File: config.mk
export PLATFORM = sky130hd
export DESIGN_NAME = pc_unit
export DESIGN_NICKNAME = d
export VERILOG_FILES = /design/src/rtl/pc_pkg.sv /design/src/rtl/pc_target_calc.sv /design/src/rtl/pc_unit.sv
export SDC_FILE = /design/constraint.sdc
export NUM_CORES = 1
export LEC_CHECK = 0
export CORE_AREA = 4 4 138 140
export CTS_BUF_LIST = sky130_fd_sc_hd__clkbuf_8
export DETAILED_ROUTE_END_ITERATION = 10
export DIE_AREA = 0 0 142 144
export PLACE_DENSITY = 0.72
export SETUP_SLACK_MARGIN = 0.1
export SLEW_MARGIN = 5
export SYNTH_ARGS = -nofsm -noshare
export SYNTH_HDL_FRONTEND = slang
export SYNTH_SLANG_ARGS = --single-unit
File: constraint.sdc
create_clock -name clk -period 4 [get_ports clk]
set_input_delay 0.6 -clock clk [delete_from_list [all_inputs] [get_ports clk]]
set_output_delay 0.6 -clock clk [all_outputs]
set_load 0.1 [all_outputs]
File: src/rtl/pc_pkg.sv
`default_nettype none
// ============================================================================
// Module  : pc_pkg
// Purpose : Shared encodings and default vectors for the program-counter unit.
//           - pc_src_e   : next-PC source selection
//           - pc_state_e : fetch-control state machine states
//           - DEF_*_VEC  : default reset and trap vectors
// Revision: 1.0 - initial release
// ============================================================================
package pc_pkg;

  typedef enum logic [1:0] {
    PC_SEQ  = 2'b00,
    PC_BR   = 2'b01,
    PC_JALR = 2'b10,
    PC_RSVD = 2'b11
  } pc_src_e;

  typedef enum logic [1:0] {
    HOLD   = 2'b00,
    RUN    = 2'b01,
    BUBBLE = 2'b10
  } pc_state_e;

  localparam logic [31:0] DEF_RESET_VEC = 32'h0000_0000;
  localparam logic [31:0] DEF_TRAP_VEC  = 32'h0000_0100;

endpackage : pc_pkg
`default_nettype wire

File: src/rtl/pc_target_calc.sv
`default_nettype none
// ============================================================================
// Module  : pc_target_calc
// Purpose : Combinational next-PC target generator with alignment check.
// Ports   :
//   pc         in  XLEN  current fetch PC
//   pc_src     in  2     source select (seq / branch / JALR / reserved=seq)
//   imm_ext    in  XLEN  sign-extended immediate
//   jalr_base  in  XLEN  rs1 value for JALR
//   target     out XLEN  candidate next PC
//   misaligned out 1     redirect target violates ALIGN_BITS alignment
// Revision: 1.0 - initial release
// ============================================================================
module pc_target_calc
  import pc_pkg::*;
#(
  parameter int XLEN       = 32,
  parameter int STEP       = 4,
  parameter int ALIGN_BITS = 2
) (
  input  logic [XLEN-1:0] pc,
  input  logic [1:0]      pc_src,
  input  logic [XLEN-1:0] imm_ext,
  input  logic [XLEN-1:0] jalr_base,
  output logic [XLEN-1:0] target,
  output logic            misaligned
);

  localparam logic [XLEN-1:0] STEP_W = XLEN'(STEP);

  logic [XLEN-1:0] jalr_sum;
  logic            is_redirect;

  assign jalr_sum = jalr_base + imm_ext;

  always_comb begin
    target      = pc + STEP_W;
    is_redirect = 1'b0;
    case (pc_src)
      PC_BR: begin
        target      = pc + imm_ext;
        is_redirect = 1'b1;
      end
      PC_JALR: begin
        // bit0 is forced low before the alignment check, so with two
        // alignment bits an odd sum still traps on bit1 when set.
        target      = {jalr_sum[XLEN-1:1], 1'b0};
        is_redirect = 1'b1;
      end
      default: begin
        target      = pc + STEP_W;
        is_redirect = 1'b0;
      end
    endcase
  end

  // Sequential steps are never checked: STEP is assumed to preserve alignment.
  generate
    if (ALIGN_BITS > 0) begin : g_align_chk
      assign misaligned = is_redirect & (|target[ALIGN_BITS-1:0]);
    end else begin : g_align_none
      assign misaligned = 1'b0;
    end
  endgenerate

endmodule : pc_target_calc
`default_nettype wire

File: src/rtl/pc_unit.sv
`default_nettype none
// ============================================================================
// Module  : pc_unit
// Purpose : Program-counter unit for the single-cycle RV32I core. Holds the
//           fetch PC, selects the next PC, handles trap entry / mret return,
//           saves EPC and raises a one-cycle pulse on misaligned targets.
// Ports   :
//   clk           in  1     system clock, rising edge
//   arst          in  1     synchronous active-low reset
//   load          in  1     advance enable for seq/branch/JALR updates
//   pc_src        in  2     00 seq, 01 branch, 10 JALR, 11 treated as seq
//   imm_ext       in  XLEN  sign-extended immediate
//   jalr_base     in  XLEN  rs1 value for JALR
//   trap_req      in  1     synchronous trap request
//   mret          in  1     return from trap
//   fetch_ready   in  1     instruction memory accepts current PC
//   fetch_valid   out 1     current PC is valid for fetch
//   pc            out XLEN  current fetch PC
//   pc_plus_step  out XLEN  pc + STEP (link value)
//   epc           out XLEN  saved exception PC
//   misalign_trap out 1     one-cycle pulse on misaligned target
//   misalign_addr out XLEN  offending target, captured with the pulse
// Revision: 1.0 - initial release
// ============================================================================
module pc_unit
  import pc_pkg::*;
#(
  parameter int              XLEN       = 32,
  parameter logic [XLEN-1:0] RESET_VEC  = XLEN'(DEF_RESET_VEC),
  parameter logic [XLEN-1:0] TRAP_VEC   = XLEN'(DEF_TRAP_VEC),
  parameter int              STEP       = 4,
  parameter int              ALIGN_BITS = 2
) (
  input  logic            clk,
  input  logic            arst,
  input  logic            load,
  input  logic [1:0]      pc_src,
  input  logic [XLEN-1:0] imm_ext,
  input  logic [XLEN-1:0] jalr_base,
  input  logic            trap_req,
  input  logic            mret,
  input  logic            fetch_ready,
  output logic            fetch_valid,
  output logic [XLEN-1:0] pc,
  output logic [XLEN-1:0] pc_plus_step,
  output logic [XLEN-1:0] epc,
  output logic            misalign_trap,
  output logic [XLEN-1:0] misalign_addr
);

  localparam logic [XLEN-1:0] STEP_W = XLEN'(STEP);

  pc_state_e       state, state_nxt;
  logic [XLEN-1:0] pc_nxt, epc_nxt, misalign_addr_nxt;
  logic            misalign_trap_nxt;
  logic [XLEN-1:0] target;
  logic            misaligned;
  logic            accept;

  pc_target_calc #(
    .XLEN       (XLEN),
    .STEP       (STEP),
    .ALIGN_BITS (ALIGN_BITS)
  ) u_target_calc (
    .pc         (pc),
    .pc_src     (pc_src),
    .imm_ext    (imm_ext),
    .jalr_base  (jalr_base),
    .target     (target),
    .misaligned (misaligned)
  );

  assign fetch_valid  = (state == RUN);
  assign pc_plus_step = pc + STEP_W;
  // fetch_valid is low outside RUN, so no sequential update can happen there.
  assign accept       = fetch_valid & fetch_ready & load;

  always_ff @(posedge clk) begin
    if (!arst) begin
      state         <= HOLD;
      pc            <= RESET_VEC;
      epc           <= '0;
      misalign_trap <= 1'b0;
      misalign_addr <= '0;
    end else begin
      state         <= state_nxt;
      pc            <= pc_nxt;
      epc           <= epc_nxt;
      misalign_trap <= misalign_trap_nxt;
      misalign_addr <= misalign_addr_nxt;
    end
  end

  always_comb begin
    state_nxt         = state;
    pc_nxt            = pc;
    epc_nxt           = epc;
    misalign_trap_nxt = 1'b0;
    misalign_addr_nxt = misalign_addr;

    case (state)
      HOLD: begin
        // Redirect requests are ignored here; this is the post-reset bubble.
        state_nxt = RUN;
      end
      RUN, BUBBLE: begin
        if (state == BUBBLE) begin
          state_nxt = RUN;
        end
        if (trap_req) begin
          epc_nxt   = pc;
          pc_nxt    = TRAP_VEC;
          state_nxt = BUBBLE;
        end else if (mret) begin
          pc_nxt    = epc;
          state_nxt = BUBBLE;
        end else if (accept && misaligned) begin
          epc_nxt           = pc;
          pc_nxt            = TRAP_VEC;
          misalign_trap_nxt = 1'b1;
          misalign_addr_nxt = target;
          state_nxt         = BUBBLE;
        end else if (accept) begin
          pc_nxt = target;
        end
      end
      default: begin
        state_nxt = HOLD;
      end
    endcase
  end

endmodule : pc_unit
`default_nettype wire

# Word-level counts from Yosys, hierarchy flattened
# Cells that the tools add are included.
dict set report totals {
  output_inout_bits 130
  wordCells 47
  ff_bits 99
}
dict set report classes {
  mux 15
  n_reduce_logical 11
  add_sub_neg 3
  n_eq_ne 6
  bitwise 7
}
# cell n
set op_table {}
lappend op_table {{two-way mux 32 bit} 7}
lappend op_table {{adder 32 bit} 2}
lappend op_table {{case mux 32 bit (2 select lines)} 1}
lappend op_table {{adder 32 x 3 -> 32 bit, second input constant} 1}
lappend op_table {{two-way mux 2 bit} 4}
lappend op_table {{OR reduction 2 bit} 3}
lappend op_table {{inequality test 5 bit, second input constant} 1}
lappend op_table {{equality test 2 x 1 -> 1 bit, second input constant} 2}
lappend op_table {{equality test 2 bit, second input constant} 2}
lappend op_table {{inverter 1 bit} 4}
lappend op_table {{case mux 2 bit (2 select lines)} 1}
lappend op_table {{AND reduction 4 bit} 1}
lappend op_table {{nonzero test 4 bit} 1}
lappend op_table {{OR reduction 4 bit} 1}
lappend op_table {{AND 1 bit} 3}
lappend op_table {{AND reduction 3 bit} 1}
lappend op_table {{zero test 2 bit} 1}
lappend op_table {{two-way mux 1 bit} 2}
lappend op_table {{inequality test 2 bit, second input constant} 1}
lappend op_table {{AND reduction 2 bit} 1}
lappend op_table {{nonzero test 2 bit} 1}
lappend op_table {{logical AND 1 bit} 1}

# Longest topological paths before layout
# Gate-level depths: netlist of run 1.
dict set report logic_depth {
  word_depth 9
  ltp_mapped 12
  depth_no_buf 11
}

# Hierarchy
# Synthesis of run 1 repeated with hierarchy kept, for this count alone.
dict set report unflattened {
  cells_unflattened 1200
  area_unflattened_um2 8902.3
}
# mod n_inst area_each_um2 cells_each seq_area_each_um2
set modules_own_cells {}
lappend modules_own_cells {pc_unit 1 4481.8 553 1981.9}
lappend modules_own_cells {pc_target_calc 1 4420.5 647 0.0}

# Worst setup path after synthesis of run 1
# No wires, ideal clock.
dict set report synth_timing {
  kind {reg2reg}
  from {register pc[6]}
  to {register misalign_addr[23]}
  setup_ns 0.074
  t_arrival_ns 4.566
  t_required_ns 3.926
  setup_slack_ns -0.640
  period_less_slack_ns 4.640
  n_path_buf 0
  path_stages_with_launch 9
  cell_sequence {dfxtp_1 > nand3_1 > or3_1 > or3_1 > inv_1 > nand3_1 > xnor2_1 > a221oi_1 > a21oi_1}
}
dict set report synth_between {
  elab_chain_len 2
}
# element line
set synth_lines {}
lappend synth_lines {{from (decl)} pc_unit.sv:44} ;# output logic [XLEN-1:0] pc,
lappend synth_lines {{from (signal assigned)} pc_unit.sv:87} ;# pc <= pc_nxt;
lappend synth_lines {{adder 32 x 3 -> 32 bit} n/a}
lappend synth_lines {{via pc_plus_step[23]} pc_unit.sv:45} ;# output logic [XLEN-1:0] pc_plus_step,
lappend synth_lines {{case mux 32 bit (2 select lines)} pc_target_calc.sv:39} ;# case (pc_src)
lappend synth_lines {{to (signal assigned)} pc_unit.sv:90} ;# misalign_addr <= misalign_addr_nxt;
lappend synth_lines {{to (decl)} pc_unit.sv:48} ;# output logic [XLEN-1:0] misalign_addr
# The timed path passes the listed nets, and every way through them passes these cells.
# A chain may end at the register's enable or synchronous reset.

# Final worst setup path of run 1
dict set report layout_timing {
  from {register pc[6]}
  to {output port pc_plus_step[29]}
}
dict set report layout_between {
  elab_chain_len 1
}
# element line
set layout_lines {}
lappend layout_lines {{adder 32 x 3 -> 32 bit} n/a}
lappend layout_lines {{to (decl)} pc_unit.sv:45}
# No other way between the ends.

==> results of run 1 <==
==> cells in the final DEF, fill, tap and decap left out, types with 6 or more instances in the layout <==
cell             count
clkbuf_8             9
nand4_1             15
inv_1               21
nand2_1            158
a31oi_1             15
and2_1              10
o21bai_1             9
and3_1              17
clkdlybuf4s50_1    174
a21o_1              29
xor2_1              25
nor3_1               8
a222oi_1             9
o21ai_0             61
buf_4               74
o22ai_1              8
a22oi_1             23
o31ai_1              6
ha_1                68
dfxtp_1             99
mux2i_1              8
xnor2_1             34
nand3_1             29
nor2_1              87
o21a_1               9
o211ai_1             7
nor2b_1              9
a21oi_1            120
a211oi_1            16
a221oi_1            19
xnor2_2             15
==> flip-flops by register name, indices dropped and copies added (netlist names) <==
| signal | flops |
|---|---|
| pc | 32 |
| misalign_trap | 1 |
| state | 2 |
| epc | 32 |
| misalign_addr | 32 |
==> worst max-delay path: cells and delay by family (launching register included) <==
| kind | cells | cell delay (ns) |
|---|---|---|
| and+or+nand+nor | 4 | 1.42 |
| DFF | 1 | 0.58 |
| buffers and inverters | 2 | 0.50 |
| xor gates and xnor gates | 1 | 0.22 |
==> final cells by class <==
| cell class | count | area [um^2] | share of cell area |
|---|---|---|---|
| multi-input cells | 888 | 5890 | 0.545 |
| repair buffers | 251 | 2360 | 0.218 |
| flip-flops and latches | 99 | 1980 | 0.183 |
| well taps | 229 | 287 | 0.0265 |
| clock buffers | 9 | 124 | 0.0115 |
| clock inverters | 7 | 93.8 | 0.00868 |
| inverters | 21 | 78.8 | 0.00729 |
==> stage by stage <==
step                      hold slack (ns)  instance area, um^2
after floorplan                     0.603                 8160
after global placement              0.444                10600
after detailed placement            0.446                10600
after CTS                           0.460                10800
after global routing                0.481                10800
final                               0.458                10800
==> what timing repair did <==
action,4_1_cts,5_1_grt
hold buffers,0,0
setup endpoints to repair,0,2
gates resized for setup,0,2
hold endpoints to repair,0,0
==> cell families (layout without fill, tap and decap cells) <==
logic type,count (synthesis),in the layout
AOI/OAI and AO/OA,369,369
and+or+nand+nor,361,361
DFF,99,99
xor gates and xnor gates,80,80
buffers and inverters,76,288
adders and majority gates,70,70
muxes,8,8
==> per-layer routing <==
metal | GRT usage | vias to the layer above
met5 | 0 | -
met1 | 0.358 | 4246
li1 | - | 4320
met3 | 0.0622 | 82
met4 | 0.124 | 0
met2 | 0.507 | 409
==> power breakdown <==
part           internal, uW  switching (uW)  total, uW
combinational           465             947       1410
sequential             1010            41.1       1050
clock                   351             357        708
total                  1830            1340       3170
==> worst max-delay path by stage <==
stage | depth (start not counted) | end | start | slack (ns)
2_1_floorplan | 5 | pc_plus_step[24] | pc[9] | 0.13
3_3_place_gp | 13 | pc[29] | imm_ext[2] | 0.007
3_5_place_dp | 13 | pc[29] | imm_ext[2] | -0.04
4_1_cts | 7 | pc_plus_step[29] | pc[6] | 0.28
5_1_grt | 7 | pc_plus_step[23] | pc[6] | 0.12
6_report | 7 | pc_plus_step[29] | pc[6] | 0.30
==> out/metrics.yaml, run 1 <==
status: "complete, no violations"
fin_crit_ns: 3.70
antenna_found_initial: 0
finClkSkew_ns: 0.0105
nets: 1412
post_cts_buffers: 0
clk_path_buf_depth: 2
hold_path.class: "reg2reg"
p_leak_uw: 0.00437
drt_iter0_markers: 932
cts.sinks: 99
max_freq_mhz: 271
worstPathMaxFanout: 8
synth_warnings: 0
grt_use_total: 0.295
pin_count: 202
core_area_um2: 17800
r2r_setup_slack_ns: 0.72
grt_pass1_vias: 8782
io_buffers: 201
finalSetupTns_ns: 0
synthToLayoutAreaGrowth_pct: 35.9
synth-simple-area-share: 0.204
synth_flop_cell: "dfxtp_1"
grt_overflow_total: 0
cpPeakStageDelay_ns: 0.58
htreeDepth: 3
layout-drive-gt1-share: 0.0973
num_vias: 9057
synth_top_family_by_area: "compound AO/OA/AOI/OAI gates"
pre_cts_slack_ns: -0.0425
slew_viol_final: 0
die_w_um: 142
routed_wirelength_um: 31300
cp.required_ns: 3.40
finalCoreUtilization: 0.606
ant_nets: 0
synth-async-reset-ratio: 0
drt-vias-per-instance: 6.02
cts_root_buffer: "clkbuf_8"
netlist.area_leader.share: 0.249
fin_cells: 1504
slowest_stage: "dfxtp_1"
critPathKind: "reg2out"
dp_cells: 1488
dp_hpwl_um: 24900
avgSynthCellArea_um2: 7.49
drv_cap: 0
synth_compound_area_frac: 0.300
wl_per_cell_um: 20.8
final_hold_viol_count: 0
clk-insertion-delay-late_ns: 0.37
grt_pass1_wl_um: 47400
holdPathStages: 2
rsz0062_at_grt: "no"
worst_slack_ns: 0.304
clk_pin_slew_ns: 0.10
synthCells: 1063
wl_met1_um: 12500
drt_pass1_iterations: 7
yosysUniqueCellTypes: 62
initial_core_util: 0.446
synth_adder_area_share: 0.112
powerDensity_nw_per_um2: 293
peakVddDrop_uv: 218
yosysTopAreaCell: "dfxtp_1"
synth_nets: 1205
fp.dieH_um: 144
holdCritStartpoint: "misalign_addr[2]"
fill_cells: 1680
gp_congestion: 0.919
cts_buffers: 9
period_share: 0.924
grt_max_degree: 54
power_uw: 3170
ys_ff_latch: 99
worst_setup_path_start_kind: "flop"
crit_chain: "nand3_1 -> or3_1 -> or3_1 -> inv_1 -> nand3_1 -> xnor2_4 -> buf_4"
top_layer_used: "met4"
r2r-start: "pc[2]"
wl_met3_um: 2600
met2_wirelength_um: 14900
min_to: "misalign_addr[2]"
rr_worst_depth: 10
end_kind: "primary output"
rows: 49
seq_area_frac_synth: 0.249
cp_data_arrival_time_ns: 3.10
antenna_cells: 0
synthTopCellsByCount: "nand2_1 (158), a21oi_1 (120), dfxtp_1 (99)"
slew_headroom: 0.301
die-area_um2: 20400
tightest_slew_ns: 1.05
yosys-mux-area-fraction: 0.0101
synth_area_leaders: "dfxtp_1 (25%), ha_1 (11%), a21oi_1 (7.5%), nand2_1 (7.5%), xnor2_1 (5.8%)"
cts_tree: "yes"
setup_viol: 0
synth-xor-area-share: 0.0881
r2r-end: "pc[29]"
drc: 0
yosysMostFrequentCell: "nand2_1"
syn-cell-area_um2: 7960
synth_edf_count: 0
(Power assumes the default switching activity.)
==> run 2: changes to the inputs <==
--- a/config.mk
+++ b/config.mk
@@ -7,6 +7,7 @@
 export LEC_CHECK = 0
 export CORE_AREA = 4 4 138 140
 export CTS_BUF_LIST = sky130_fd_sc_hd__clkbuf_8
+export CTS_CLUSTER_SIZE = 24
 export DETAILED_ROUTE_END_ITERATION = 10
 export DIE_AREA = 0 0 142 144
 export PLACE_DENSITY = 0.72
==> constraint.sdc (replaced) <==
create_clock -name clk -period 4.05 [get_ports clk]
set_input_delay 0.6075 -clock clk [delete_from_list [all_inputs] [get_ports clk]]
set_output_delay 0.6075 -clock clk [all_outputs]
set_load 0.1 [all_outputs]
==> run 2 against run 1 <==
Register-to-register slack about the same; sequential share of layout area increased by 0.24 points; setup slack improved by 0.078 ns; power decreased by 4.1%; via count decreased by 0.24%; clock power decreased by 10%; cell area decreased by 1.3%; sequential power about the same; global-route usage decreased by 0.41 points; highest routed layer is now met5; largest cell class unchanged; clock-buffer cell count unchanged; hold slack improved by 0.0030 ns; combinational power decreased by 4%.
==> out/metrics.yaml, run 2 (same netlist as run 1, synthesis figures left out) <==
status: "complete, no violations"  # unchanged
cp_data_arrival_time_ns: 3.92  # was 3.10 ns
antenna_cells: 0  # unchanged
grt.met2_usage: 0.484  # was 0.507
hold_path.class: "reg2reg"  # unchanged
peakVddDrop_uv: 264  # was 218 uV
grt-busiest-layer: "met2"  # unchanged
fin_crit_ns: 3.67
setup_viol: 0  # unchanged
max_freq_mhz: 273
pin_count: 202  # unchanged
routed_wirelength_um: 30900  # was 31,300 um
slowest_stage: "clkdlybuf4s50_1"  # was dfxtp_1
die-area_um2: 20400  # unchanged
drt_pass1_iterations: 7  # unchanged
grt_overflow_total: 0  # unchanged
crit_chain: "clkdlybuf4s50_1 -> ha_1 -> fa_1 -> a21o_1 -> a31o_2 -> a31oi_1 -> a211oi_1 -> a221o_1 -> a21o_1 -> mux2i_1 -> a211oi_1 -> o21ai_0"  # was nand3_1 -> or3_1 -> or3_1 -> inv_1 -> nand3_1 -> xnor2_4 -> buf_4
grt_pass1_wl_um: 46900  # was 47,400 um
cts_root_buffer: "clkbuf_8"  # unchanged
slew_viol_final: 0  # unchanged
critical_path_buf_inv_count: 1  # was 2
post_cts_buffers: 0  # unchanged
end_kind: "flop"  # was primary output
grt_max_degree: 48  # was 54
final_hold_viol_count: 0  # unchanged
p_leak_uw: 0.00430  # was 0.00437 uW
cts.sinks: 99  # unchanged
clk_path_buf_depth: 2  # unchanged
grt_use_total: 0.291  # was 0.295
cp.depth: 12  # was 7
finClkSkew_ns: 0.0107  # was 0.0105 ns
finalSetupTns_ns: 0  # unchanged
nets: 1406  # was 1,412
use_met3: 0.0685  # was 0.0622
initial_core_util: 0.446  # unchanged
holdPathStages: 2  # unchanged
rows: 49  # unchanged
period_share: 0.906
die_w_um: 142  # unchanged
power_uw: 3040  # was 3170 uW
drc: 0  # unchanged
core_area_um2: 17800  # unchanged
mostFrequentLayoutCells: "clkdlybuf4s50_1 (174), nand2_1 (158), a21oi_1 (120)"  # unchanged
grt_pass1_vias: 8419  # was 8,782
drt-vias-per-instance: 6.03  # was 6.02
worstPathMaxFanout: 3  # was 8
holdBufCountCts: 0  # unchanged
fin_hold_ws_ns: 0.461  # was 0.458 ns
critPathTopFamily: "compound AO/OA/AOI/OAI gates"  # was simple AND/OR/NAND/NOR gates
layout-drive-gt1-share: 0.0890  # was 0.0973
num_vias: 9035  # was 9,057
cpPeakStageDelay_ns: 0.45  # was 0.58 ns
clk-insertion-delay-late_ns: 0.38  # was 0.37 ns
cp.required_ns: 4.30  # was 3.40 ns
worst_setup_path_start_kind: "primary input"  # was flop
synthToLayoutAreaGrowth_pct: 34.1  # was 35.9%
cts_tree: "yes"  # unchanged
dp_hpwl_um: 24600  # was 24,900 um
rr_worst_depth: 11  # was 10
slew_headroom: 0.291  # was 0.301
io_buffers: 201  # unchanged
gp_congestion: 0.952  # was 0.919
critPathKind: "in2reg"  # was reg2out
antenna_found_initial: 1  # was 0
ant_nets: 0  # unchanged
layout_commonest_cell: "clkdlybuf4s50_1"  # unchanged
grtUsageMet1: 0.370  # was 0.358
drv_cap: 0  # unchanged
tightest_slew_ns: 1.06  # was 1.05 ns
cts_resized: 0  # unchanged
fp.dieH_um: 144  # unchanged
rsz0062_at_grt: "no"  # unchanged
wl_per_cell_um: 20.7  # was 20.8 um
powerDensity_nw_per_um2: 285  # was 293 nW/um^2
cts_buffers: 9  # unchanged
clk_pin_slew_ns: 0.09  # was 0.10 ns
top_regs: "epc (32), misalign_addr (32), pc (32)"  # unchanged
htreeDepth: 3  # unchanged
drt_iter0_markers: 886  # was 932
==> run 2: worst paths after layout <==
check                    from               end  slack, ns
min          misalign_addr[8]  misalign_addr[8]       0.46
min reg2reg  misalign_addr[8]  misalign_addr[8]       0.46
max                imm_ext[0]            pc[30]       0.38
max reg2reg             pc[0]            pc[30]       0.72
==> run 2: through the flow <==
step	cell area, um^2	utilization	setup slack (ns)	std cells
6_report	10700	0.598	0.381	1498
5_1_grt	10700	0.598	0.176	1498
4_1_cts	10700	0.598	0.437	1498
3_5_place_dp	10500	0.587	0.0598	1482
3_3_place_gp	10500	0.587	0.122	1482
2_1_floorplan	8110	-	0.00822	1063
==> run 2: tightest hold or removal path: stages, from the launching register on <==
cell,delay (ns)
dfxtp_1,0.32
nand2_1,0.05
a21oi_1,0.06
==> run 2: area by class of cell <==
| type | count | area [um^2] |
|---|---|---|
| clock buffer | 9 | 124 |
| clock inverter | 7 | 68.8 |
| fill | 1685 | 7170 |
| inverter | 21 | 78.8 |
| multi-input combinational | 888 | 5830 |
| sequential | 99 | 1980 |
| tap | 229 | 287 |
| timing repair buffer | 245 | 2300 |
==> run 2: routing by layer <==
metal,part of all wire,vias up
li1,-,4324
met2,0.46,389
met1,0.42,4245
met5,0.00039,-
met4,0.036,2
met3,0.084,75
==> run 2: report_power, final <==
group | switching [uW] | leakage [uW] | internal [uW]
Sequential | 51.0 | 0.000798 | 997
Combinational | 915 | 0.00340 | 442
Clock | 351 | 0.000101 | 285
==> run 3: changes to the inputs <==
--- a/config.mk
+++ b/config.mk
@@ -7,6 +7,7 @@
 export LEC_CHECK = 0
 export CORE_AREA = 4 4 138 140
 export CTS_BUF_LIST = sky130_fd_sc_hd__clkbuf_8
+export CTS_CLUSTER_DIAMETER = 30
 export CTS_CLUSTER_SIZE = 24
 export DETAILED_ROUTE_END_ITERATION = 10
 export DIE_AREA = 0 0 142 144
==> results of run 3 <==
No change in the layout: final DEF, timing and power equal those of run 2.
